## src/rtl/req_ext_pkg.sv

```systemverilog
// Shared types for the multi-channel request stretcher.
package req_ext_pkg;

    typedef enum logic [1:0] {
        EXT_RETRIG,
        EXT_QUEUE,
        EXT_DROP
    } ext_mode_e;

    typedef enum logic [1:0] {
        S_IDLE,
        S_STRETCH,
        S_GAP
    } ext_state_e;

endpackage

```

## src/rtl/req_ext_channel.sv

```systemverilog
// One stretcher channel: IDLE/STRETCH/GAP FSM with its counters, pending flag
// and registered status outputs.
//
//   state     | meaning
//   ----------+---------------------------------------------------------
//   S_IDLE    | ext low, waiting for a request
//   S_STRETCH | ext high, cnt counts 1..LEN, ack ends early
//   S_GAP     | ext low for GAP_LEN cycles, pend/req restarts a stretch
module req_ext_channel
    import req_ext_pkg::*;
#(
    parameter int        LEN     = 21,
    parameter int        GAP_LEN = 1,
    parameter ext_mode_e MODE    = EXT_RETRIG
) (
    input  logic clk,
    input  logic reset,
    input  logic req,
    input  logic ack,
    output logic ext,
    output logic done,
    output logic dropped,
    output logic busy
);

    localparam int CNT_W = $clog2(LEN + 1);
    localparam int GAP_W = $clog2(GAP_LEN + 1);

    ext_state_e       state;
    logic [CNT_W-1:0] cnt;
    logic [GAP_W-1:0] gcnt;
    logic             pend;
    logic             req_prev;
    logic             new_req;

    // While stretching, only a fresh request (rising edge) counts as a
    // re-request; a held req then yields the LEN-high / GAP_LEN-low cadence.
    assign new_req = req & ~req_prev;
    assign busy    = (state != S_IDLE);

    always_ff @(posedge clk or posedge reset) begin
        if (reset) begin
            state    <= S_IDLE;
            cnt      <= '0;
            gcnt     <= '0;
            pend     <= 1'b0;
            req_prev <= 1'b0;
            ext      <= 1'b0;
            done     <= 1'b0;
            dropped  <= 1'b0;
        end else begin
            req_prev <= req;
            done     <= 1'b0;
            dropped  <= 1'b0;
            case (state)
                S_IDLE: begin
                    if (req) begin
                        state <= S_STRETCH;
                        cnt   <= CNT_W'(1);
                        ext   <= 1'b1;
                    end
                end
                S_STRETCH: begin
                    if (ack) begin
                        state <= S_GAP;
                        cnt   <= '0;
                        gcnt  <= GAP_W'(1);
                        ext   <= 1'b0;
                        done  <= 1'b1;
                    end else begin
                        if (MODE == EXT_RETRIG && new_req) begin
                            cnt <= CNT_W'(1);
                        end else if (cnt == CNT_W'(LEN)) begin
                            state <= S_GAP;
                            cnt   <= '0;
                            gcnt  <= GAP_W'(1);
                            ext   <= 1'b0;
                            done  <= 1'b1;
                        end else begin
                            cnt <= cnt + CNT_W'(1);
                        end
                        if (MODE == EXT_QUEUE && new_req) begin
                            if (pend) dropped <= 1'b1;
                            else      pend    <= 1'b1;
                        end
                        if (MODE == EXT_DROP && new_req) begin
                            dropped <= 1'b1;
                        end
                    end
                end
                S_GAP: begin
                    if (gcnt == GAP_W'(GAP_LEN)) begin
                        gcnt <= '0;
                        pend <= 1'b0;
                        if (pend || req) begin
                            state <= S_STRETCH;
                            cnt   <= CNT_W'(1);
                            ext   <= 1'b1;
                        end else begin
                            state <= S_IDLE;
                        end
                    end else begin
                        gcnt <= gcnt + GAP_W'(1);
                        if (req) pend <= 1'b1;
                    end
                end
                default: begin
                    state <= S_IDLE;
                    cnt   <= '0;
                    gcnt  <= '0;
                    pend  <= 1'b0;
                    ext   <= 1'b0;
                end
            endcase
        end
    end

endmodule

```

## src/rtl/req_extension_mc.sv

```systemverilog
// Multi-channel request stretcher: NUM_CH independent channels turning short
// req pulses into guaranteed-width ext levels with a guaranteed low gap.
module req_extension_mc
    import req_ext_pkg::*;
#(
    parameter int        NUM_CH  = 4,
    parameter int        LEN     = 21,
    parameter int        GAP_LEN = 1,
    parameter ext_mode_e MODE    = EXT_RETRIG
) (
    input  logic              clk,
    input  logic              reset,
    input  logic [NUM_CH-1:0] req_i,
    input  logic [NUM_CH-1:0] ack_i,
    output logic [NUM_CH-1:0] ext_o,
    output logic [NUM_CH-1:0] done_o,
    output logic [NUM_CH-1:0] dropped_o,
    output logic              busy_o
);

    if (NUM_CH < 1) begin : g_bad_num_ch
        $error("req_extension_mc: NUM_CH must be >= 1");
    end
    if (LEN < 1) begin : g_bad_len
        $error("req_extension_mc: LEN must be >= 1");
    end
    if (GAP_LEN < 1) begin : g_bad_gap_len
        $error("req_extension_mc: GAP_LEN must be >= 1");
    end

    logic [NUM_CH-1:0] busy_ch;

    for (genvar i = 0; i < NUM_CH; i++) begin : g_ch
        req_ext_channel #(
            .LEN     (LEN),
            .GAP_LEN (GAP_LEN),
            .MODE    (MODE)
        ) u_ch (
            .clk     (clk),
            .reset   (reset),
            .req     (req_i[i]),
            .ack     (ack_i[i]),
            .ext     (ext_o[i]),
            .done    (done_o[i]),
            .dropped (dropped_o[i]),
            .busy    (busy_ch[i])
        );
    end

    assign busy_o = |busy_ch;

endmodule
```

## config.mk

```make
export PLATFORM = sky130hd
export DESIGN_NAME = req_extension_mc
export DESIGN_NICKNAME = d
export VERILOG_FILES = /design/src/rtl/req_ext_pkg.sv /design/src/rtl/req_ext_channel.sv /design/src/rtl/req_extension_mc.sv
export SDC_FILE = /design/constraint.sdc
export NUM_CORES = 1
export LEC_CHECK = 0
export CAP_MARGIN = 20
export CORE_ASPECT_RATIO = 1.4
export CORE_MARGIN = 3
export CORE_UTILIZATION = 60
export CTS_CLUSTER_SIZE = 8
export DETAILED_ROUTE_END_ITERATION = 8
export HOLD_SLACK_MARGIN = 0.1
export PLACE_DENSITY = 0.92
export SYNTH_ARGS = -nofsm -noshare
export SYNTH_HDL_FRONTEND = slang
export SYNTH_HIERARCHICAL = 1
export SYNTH_SLANG_ARGS = --single-unit
```

## constraint.sdc

```tcl
create_clock -name clk -period 4.9 [get_ports clk]
set_input_delay 0.735 -clock clk [delete_from_list [all_inputs] [get_ports clk]]
set_output_delay 0.735 -clock clk [all_outputs]
set_load 0.02 [all_outputs]
```

==> results of run 1 <==
[worst reg2reg max path, cell delays in order (launching register included)]
cell and delay (ns):
dfrtp_1 0.43, inv_1 0.09, ha_1 0.27, nor2b_4 0.17, a211o_1 0.37, or4_1 0.53
o211ai_1 0.09
[state kept, by name, summed over array words and instances, names as in the netlist]
register	cells
g_ch.u_ch/cnt	20
g_ch.u_ch/done	4
g_ch.u_ch/ext	4
g_ch.u_ch/gcnt	4
g_ch.u_ch/pend	4
g_ch.u_ch/req_prev	4
g_ch.u_ch/state	8
[power groups by stage]
stage	registers, mW	clock network (mW)	logic [mW]
2_1_floorplan	0.630	0	0.689
3_3_place_gp	0.610	0	0.899
6_report	0.617	0.307	0.968
3_5_place_dp	0.620	0	0.947
5_1_grt	0.635	0.332	1.07
4_1_cts	0.614	0.313	0.964
[layer usage]
metal	routed length, um	up-vias
li1	-	1104
met1	2600	1123
met2	3120	56
met3	218	14
met4	108	0
met5	0	-
[stage by stage]
stage | utilization | area (um2) | setup slack (ns) | hold WS, ns
2_1_floorplan | - | 3020 | 2.78 | 0.498
3_3_place_gp | 0.694 | 3250 | 2.30 | 0.510
3_5_place_dp | 0.694 | 3250 | 2.24 | 0.519
4_1_cts | 0.720 | 3370 | 1.87 | 0.532
5_1_grt | 0.720 | 3370 | 1.77 | 0.570
6_report | 0.720 | 3370 | 1.89 | 0.529
[path summary, 6_finish.rpt]
| check | startpoint | endpoint | slack, ns |
|---|---|---|---|
| max | g_ch[1].u_ch/state[0] | busy_o | 1.89 |
| min | g_ch[2].u_ch/ext | g_ch[2].u_ch/ext | 0.53 |
| max reg2reg | g_ch[1].u_ch/state[0] | g_ch[1].u_ch/cnt[3] | 2.88 |
| min reg2reg | g_ch[2].u_ch/ext | g_ch[2].u_ch/ext | 0.53 |
| max in group asynchronous | reset | g_ch[2].u_ch/cnt[3] | 3.71 |
| min in group asynchronous | reset | g_ch[0].u_ch/done | 0.85 |
[cell type report]
class	count	area (um2)	area share
inverters	26	97.6	0.0289
clock inverters	2	38.8	0.0115
flip-flops and latches	48	1200	0.356
multi-input cells	227	1690	0.502
clock buffers	6	82.6	0.0245
well taps	62	77.6	0.0230
repair buffers	18	180	0.0534
[cells by family (layout without fill, tap and decap cells)]
family | Yosys count | after routing | synth area share
adder cells (fa/ha/maj) | 26 | 26 | 0.108
AND/OR/NAND/NOR | 117 | 117 | 0.234
multiplexers | 12 | 12 | 0.0480
buffers and inverters | 30 | 52 | 0.0422
AO/OA/AOI/OAI | 68 | 68 | 0.166
flip-flops | 48 | 48 | 0.397
other | 4 | 4 | 0.00497
[cell usage in the layout, fill, tap and decap left out, types with 5 or more instances in the layout]
cell             instances
inv_1                   26
nor2b_1                 12
nand2b_1                 6
ha_1                    26
or4_1                    5
dfrtp_1                 48
nand3_1                 10
nor3_1                   8
nor2_1                  24
clkdlybuf4s50_1         18
o211ai_1                 8
a21oi_1                 10
o21ai_0                 12
nand2_1                 26
clkbuf_8                 6
==> results.rst, run 1 <==
.. list-table::
   :header-rows: 1

   * - Metric
     - Value
   * - Post-CTS setup buffer count
     - 0
   * - Sequential-to-total area share from yosys stat
     - 0.397
   * - Clock buffer depth
     - 2
   * - Shortest period the worst path allows
     - 3.01 ns
   * - Synth top area share
     - 0.397
   * - Detailed Routing Iterations Pass 1
     - 4
   * - Share of post-route cells with drive strength above 1
     - 0.122
   * - Worst-case clock skew
     - 0.0100 ns
   * - Met3 layer usage reported by global route
     - 0.0511
   * - Total die area
     - 5940 um2
   * - Dominant cell by count in the synthesized netlist
     - dfrtp_1
   * - Synth async-reset ratio
     - 1.00
   * - Mapped cell area
     - 3020 um2
   * - Average cell area after synthesis
     - 9.91 um2
   * - Run status
     - complete, no violations
   * - Max-cap violations
     - 0
   * - Switching share of total power
     - 0.412
   * - Fraction of power consumed by sequential logic
     - 0.326
   * - Part of the total power dissipated in the clock network
     - 0.162
   * - Synth Instances
     - 305
   * - Critical path buffers and inverters
     - 3
   * - Core box area
     - 4680 um2
   * - Aggregate routed wire length
     - 6040 um
   * - CP dominant cell by count
     - inv_1
   * - Yosys warns
     - 6
   * - Ant diodes
     - 0
   * - Cell depth of the worst setup path
     - 5
   * - Max-slew violation total from the final report
     - 0
   * - Critical path peak fanout
     - 5
   * - Final non-filler cell total
     - 389
   * - DR vias
     - 2297
   * - Setup repair after global routing missed its margin
     - false
   * - Routability congestion estimate from global placement
     - 0.859
   * - Worst Reg-to-Reg Cells
     - 6
   * - Per-cell via count in the routed design
     - 5.90
   * - Cell type with the highest aggregate area in the netlist
     - dfrtp_1
   * - Number of nets still failing antenna checks after routing
     - 0
   * - Overflow left after global routing
     - 0
   * - Power, Total
     - 1.89 mW
   * - Dominant delay contributor by cell family on the critical path
     - buffers and inverters
   * - Global routing usage on met2
     - 0.367
   * - Layer with the highest usage after global routing
     - met2
   * - Library cell contributing the largest single delay on the critical path
     - clkdlybuf4s50_1
   * - Std-Cell Rows
     - 29
   * - DRC
     - 0
   * - CTS tree
     - built
   * - Top FF cell, synth
     - dfrtp_1
   * - Hold violation total from the final report
     - 0
   * - Count of pins on the block boundary
     - 23
   * - Initial DRC Count
     - 235
   * - Type of the worst setup path
     - reg2out
   * - Distinct cell type count after synthesis
     - 45
   * - Setup-failing EPs final
     - 0
   * - Sort of element at the end of the critical path
     - output port
   * - Global-route wire length before repair
     - 10500 um
   * - CP startpoint kind
     - flip-flop
   * - Area growth syn-to-layout
     - 11.5%
   * - Logic pwr share
     - 0.512
   * - Post-route fraction of the period consumed by the critical path
     - 0.614
   * - Final-layout setup total negative slack
     - 0 ns
   * - Clk root buf
     - clkbuf_8
   * - Actual transition at the worst max-transition pin
     - 0.499 ns
   * - Largest stage delay, worst path
     - 0.55 ns
   * - Clk pin slew, worst setup/hold paths
     - 0.10 ns
   * - Number of buffers created by CTS
     - 5
   * - Via count of the first global-routing pass
     - 2287
   * - Max-Slew Margin vs Limit
     - 0.665
   * - Largest net degree at the start of global routing
     - 16
   * - Synthesized net count
     - 341
   * - Number of levels the H-tree was split into
     - 2
   * - Die Y
     - 90.0 um
   * - Resize count post-CTS
     - 0
   * - Final HPWL from detailed placement
     - 4410 um
   * - Highest attainable clock frequency
     - 332 MHz
   * - Fill cells
     - 306
   * - Die X
     - 66.0 um
   * - Fraction of met1 tracks used by global routing
     - 0.284
   * - Number of cells in the design after placement
     - 381
   * - Cells traversed along the worst timing path
     - inv_1 > ha_1 > inv_1 > or4_1 > clkdlybuf4s50_1
   * - Net switching power of the design
     - 0.779 mW
   * - Top post-synthesis cells by count
     - dfrtp_1, ha_1, inv_1, nand2_1, nor2_1
   * - Input/output buffers
     - 18
   * - Number of nets at the end of the flow
     - 362
   * - Post-synth EDFFs
     - 0
   * - Area contributors post-synth
     - dfrtp_1, ha_1, inv_1
   * - Clock Sink Count
     - 48
   * - Worst vdd ir
     - 0.388 mV
   * - Lkg Pwr
     - 1.62 nW
   * - Worst endpoint required time
     - 4.16 ns
   * - Min-Delay Path Depth
     - 2
   * - Cell-internal power
     - 1.11 mW
   * - Min-Delay Path Class
     - reg2reg
   * - Power per standard cell area
     - 561 nW/um2
   * - Clock insertion delay at the later pin of the skew report
     - 0.31 ns
   * - Global routing usage summed across all routing layers
     - 0.223
   * - Hold bufs inserted after CTS
     - 0
   * - Initial core utilization
     - 0.646
   * - Initial antenna violation count
     - 0
   * - Wire length per cell
     - 15.5 um
   * - Flop and latch count out of synthesis
     - 48
   * - Arrival @ worst endpoint
     - 2.27 ns
Power figures use the tool's default switching activity.
==> run 2, diff against run 1 <==
--- a/config.mk
+++ b/config.mk
@@ -8,11 +8,11 @@
 export CAP_MARGIN = 20
 export CORE_ASPECT_RATIO = 1.4
 export CORE_MARGIN = 3
-export CORE_UTILIZATION = 60
+export CORE_UTILIZATION = 59
 export CTS_CLUSTER_SIZE = 8
 export DETAILED_ROUTE_END_ITERATION = 8
 export HOLD_SLACK_MARGIN = 0.1
-export PLACE_DENSITY = 0.92
+export PLACE_DENSITY = 0.9
 export SYNTH_ARGS = -nofsm -noshare
 export SYNTH_HDL_FRONTEND = slang
 export SYNTH_HIERARCHICAL = 1
==> constraint.sdc (replaced) <==
create_clock -name clk -period 3 [get_ports clk]
set_input_delay 0.45 -clock clk [delete_from_list [all_inputs] [get_ports clk]]
set_output_delay 0.45 -clock clk [all_outputs]
set_load 0.02 [all_outputs]
==> run 2 against run 1 <==
Compared with the run above: routed wire length shrank 3.1%; critical endpoint unchanged; total power rose by 61%; highest routed layer unchanged; die area increased by 1.6%; cell count increased by 0.51%; cell area shrank 0.11%; worst setup slack got worse by 1.6 ns; sequential power is 62% higher; non-clock buffer count unchanged; global-route usage fell by 1.1 points; critical path depth unchanged; via count down 0.52%.
==> results.rst, run 2 (synthesis gave the netlist of run 1 again) <==
.. list-table::
   :header-rows: 1

   * - Metric
     - Value
   * - Count of pins on the block boundary
     - 23
   * - Initial core utilization
     - 0.615
   * - Actual transition at the worst max-transition pin
     - 0.542 ns
   * - Min-Delay Path Depth
     - 2
   * - Initial antenna violation count
     - 0
   * - Number of nets at the end of the flow
     - 362
   * - Area growth syn-to-layout
     - 11.4%
   * - Most flops, register
     - g_ch.u_ch/cnt
   * - Global-route wire length before repair
     - 10200 um
   * - Core box area
     - 4920 um2
   * - Fill cells
     - 343
   * - Ant diodes
     - 0
   * - Commonest non-fill, non-tap cell in the layout
     - dfrtp_1
   * - Worst Hold Endpoint
     - g_ch[3].u_ch/ext
   * - Clk pin slew, worst setup/hold paths
     - 0.09 ns
   * - Overflow left after global routing
     - 0
   * - Max-Slew Margin vs Limit
     - 0.636
   * - Highest attainable clock frequency
     - 367 MHz
   * - Worst endpoint required time
     - 2.55 ns
   * - Worst R2R Setup Slack
     - 0.93 ns
   * - Reg-to-reg critical path startpoint
     - g_ch[1].u_ch/state[1]
   * - Post-route fraction of the period consumed by the critical path
     - 0.909
   * - Worst-case clock skew
     - 0.00895 ns
   * - Max-cap violations
     - 0
   * - Number of nets still failing antenna checks after routing
     - 0
   * - Clock buffer depth
     - 2
   * - Share of post-route cells with drive strength above 1
     - 0.122
   * - Clock Sink Count
     - 48
   * - Hold bufs inserted after CTS
     - 0
   * - Number of flip-flops in the largest register
     - 20
   * - Shortest period the worst path allows
     - 2.73 ns
   * - Post-CTS setup buffer count
     - 0
   * - Sort of element at the end of the critical path
     - output port
   * - CTS tree
     - built
   * - Worst Reg-to-Reg Cells
     - 6
   * - Min-Delay Path Class
     - reg2reg
   * - Die Y
     - 90.7 um
   * - Final standard cell utilization of the core
     - 0.685
   * - Setup-failing EPs final
     - 0
   * - Number of levels the H-tree was split into
     - 2
   * - Worst vdd ir
     - 0.433 mV
   * - Registers with the highest flip-flop counts
     - g_ch.u_ch/cnt (20), g_ch.u_ch/state (8)
   * - Largest net degree at the start of global routing
     - 17
   * - Per-cell via count in the routed design
     - 5.84
   * - Detailed Routing Iterations Pass 1
     - 5
   * - Routability congestion estimate from global placement
     - 0.853
   * - CP startpoint kind
     - flip-flop
   * - Wire length per cell
     - 15.0 um
   * - Final-layout setup total negative slack
     - 0 ns
   * - DR vias
     - 2285
   * - Input/output buffers
     - 18
   * - Total die area
     - 6030 um2
   * - Number of buffers created by CTS
     - 5
   * - Lkg Pwr
     - 1.61 nW
   * - Final HPWL from detailed placement
     - 4470 um
   * - Commonest non-fill, non-tap cells in the layout
     - dfrtp_1, inv_1, nand2_1, ha_1, nor2_1
   * - Clk root buf
     - clkbuf_8
   * - Type of the worst setup path
     - reg2out
   * - Clock insertion delay at the later pin of the skew report
     - 0.31 ns
   * - Max-slew violation total from the final report
     - 0
   * - Critical path peak fanout
     - 5
   * - Terminus of the critical flop-to-flop path
     - g_ch[1].u_ch/cnt[4]
   * - Hold violation total from the final report
     - 0
   * - Start point of the worst min-delay path
     - g_ch[3].u_ch/ext
   * - Setup repair after global routing missed its margin
     - false
   * - Aggregate routed wire length
     - 5850 um
   * - Initial DRC Count
     - 172
   * - Power per standard cell area
     - 904 nW/um2
   * - Dpl ws
     - 0.617 ns
   * - Run status
     - complete, no violations
   * - Resize count post-CTS
     - 0
   * - Via count of the first global-routing pass
     - 2319
   * - Global routing usage summed across all routing layers
     - 0.212
   * - Minimum setup slack in the final design
     - 0.274 ns
   * - Arrival @ worst endpoint
     - 2.28 ns
   * - Std-Cell Rows
     - 30
   * - DRC
     - 0
   * - Die X
     - 66.5 um
run 2: stage by stage:
stage | cells | hold WS (ns) | power (mW) | cell area (um2)
after floorplan | 305 | 0.315 | 2.16 | 3020
after CTS | 391 | 0.529 | 3.05 | 3370
final | 391 | 0.523 | 3.04 | 3370
after global routing | 391 | 0.578 | 3.28 | 3370
after detailed placement | 383 | 0.514 | 2.55 | 3250
after global placement | 383 | 0.511 | 2.47 | 3250
run 2: metal layers:
| metal | global-route usage | part of all wire | vias to the layer above |
|---|---|---|---|
| met5 | 0 | 0 | - |
| met4 | 0.0780 | 0.024 | 0 |
| met3 | 0.0361 | 0.029 | 15 |
| met2 | 0.375 | 0.54 | 54 |
| met1 | 0.248 | 0.41 | 1098 |
| li1 | - | - | 1118 |
run 2: critical path, stage by stage, from the launching register on:
cell             delay (ns)
dfrtp_1                0.44
inv_1                  0.12
ha_1                   0.23
inv_1                  0.09
or4_1                  0.54
clkdlybuf4s50_1        0.55
run 2: final cells by class:
class / instances / area, um2 / area share
Sequential cell: 48 / 1200 / 0.357
Inverter: 26 / 97.6 / 0.0290
Clock inverter: 3 / 46.3 / 0.0137
Clock buffer: 5 / 68.8 / 0.0204
Tap cell: 64 / 80.1 / 0.0238
Timing Repair Buffer: 18 / 180 / 0.0535
Multi-Input combinational cell: 227 / 1690 / 0.503
run 2: how the worst max path moves through the flow:
stage / start / end / slack [ns] / cells past startpoint
6_report: g_ch[1].u_ch/state[0] / busy_o / 0.27 / 5
3_5_place_dp: g_ch[1].u_ch/state[0] / busy_o / 0.62 / 5
5_1_grt: g_ch[1].u_ch/state[1] / busy_o / 0.16 / 5
2_1_floorplan: g_ch[1].u_ch/state[0] / busy_o / 1.17 / 4
3_3_place_gp: g_ch[1].u_ch/state[0] / busy_o / 0.69 / 5
4_1_cts: g_ch[1].u_ch/state[0] / busy_o / 0.27 / 5
run 2: power by group:
| part | total, mW | switching [mW] | internal (mW) |
|---|---|---|---|
| Sequential | 1.00 | 0.168 | 0.834 |
| Combinational | 1.56 | 0.851 | 0.708 |
| Clock | 0.482 | 0.231 | 0.251 |
| Total | 3.04 | 1.25 | 1.79 |
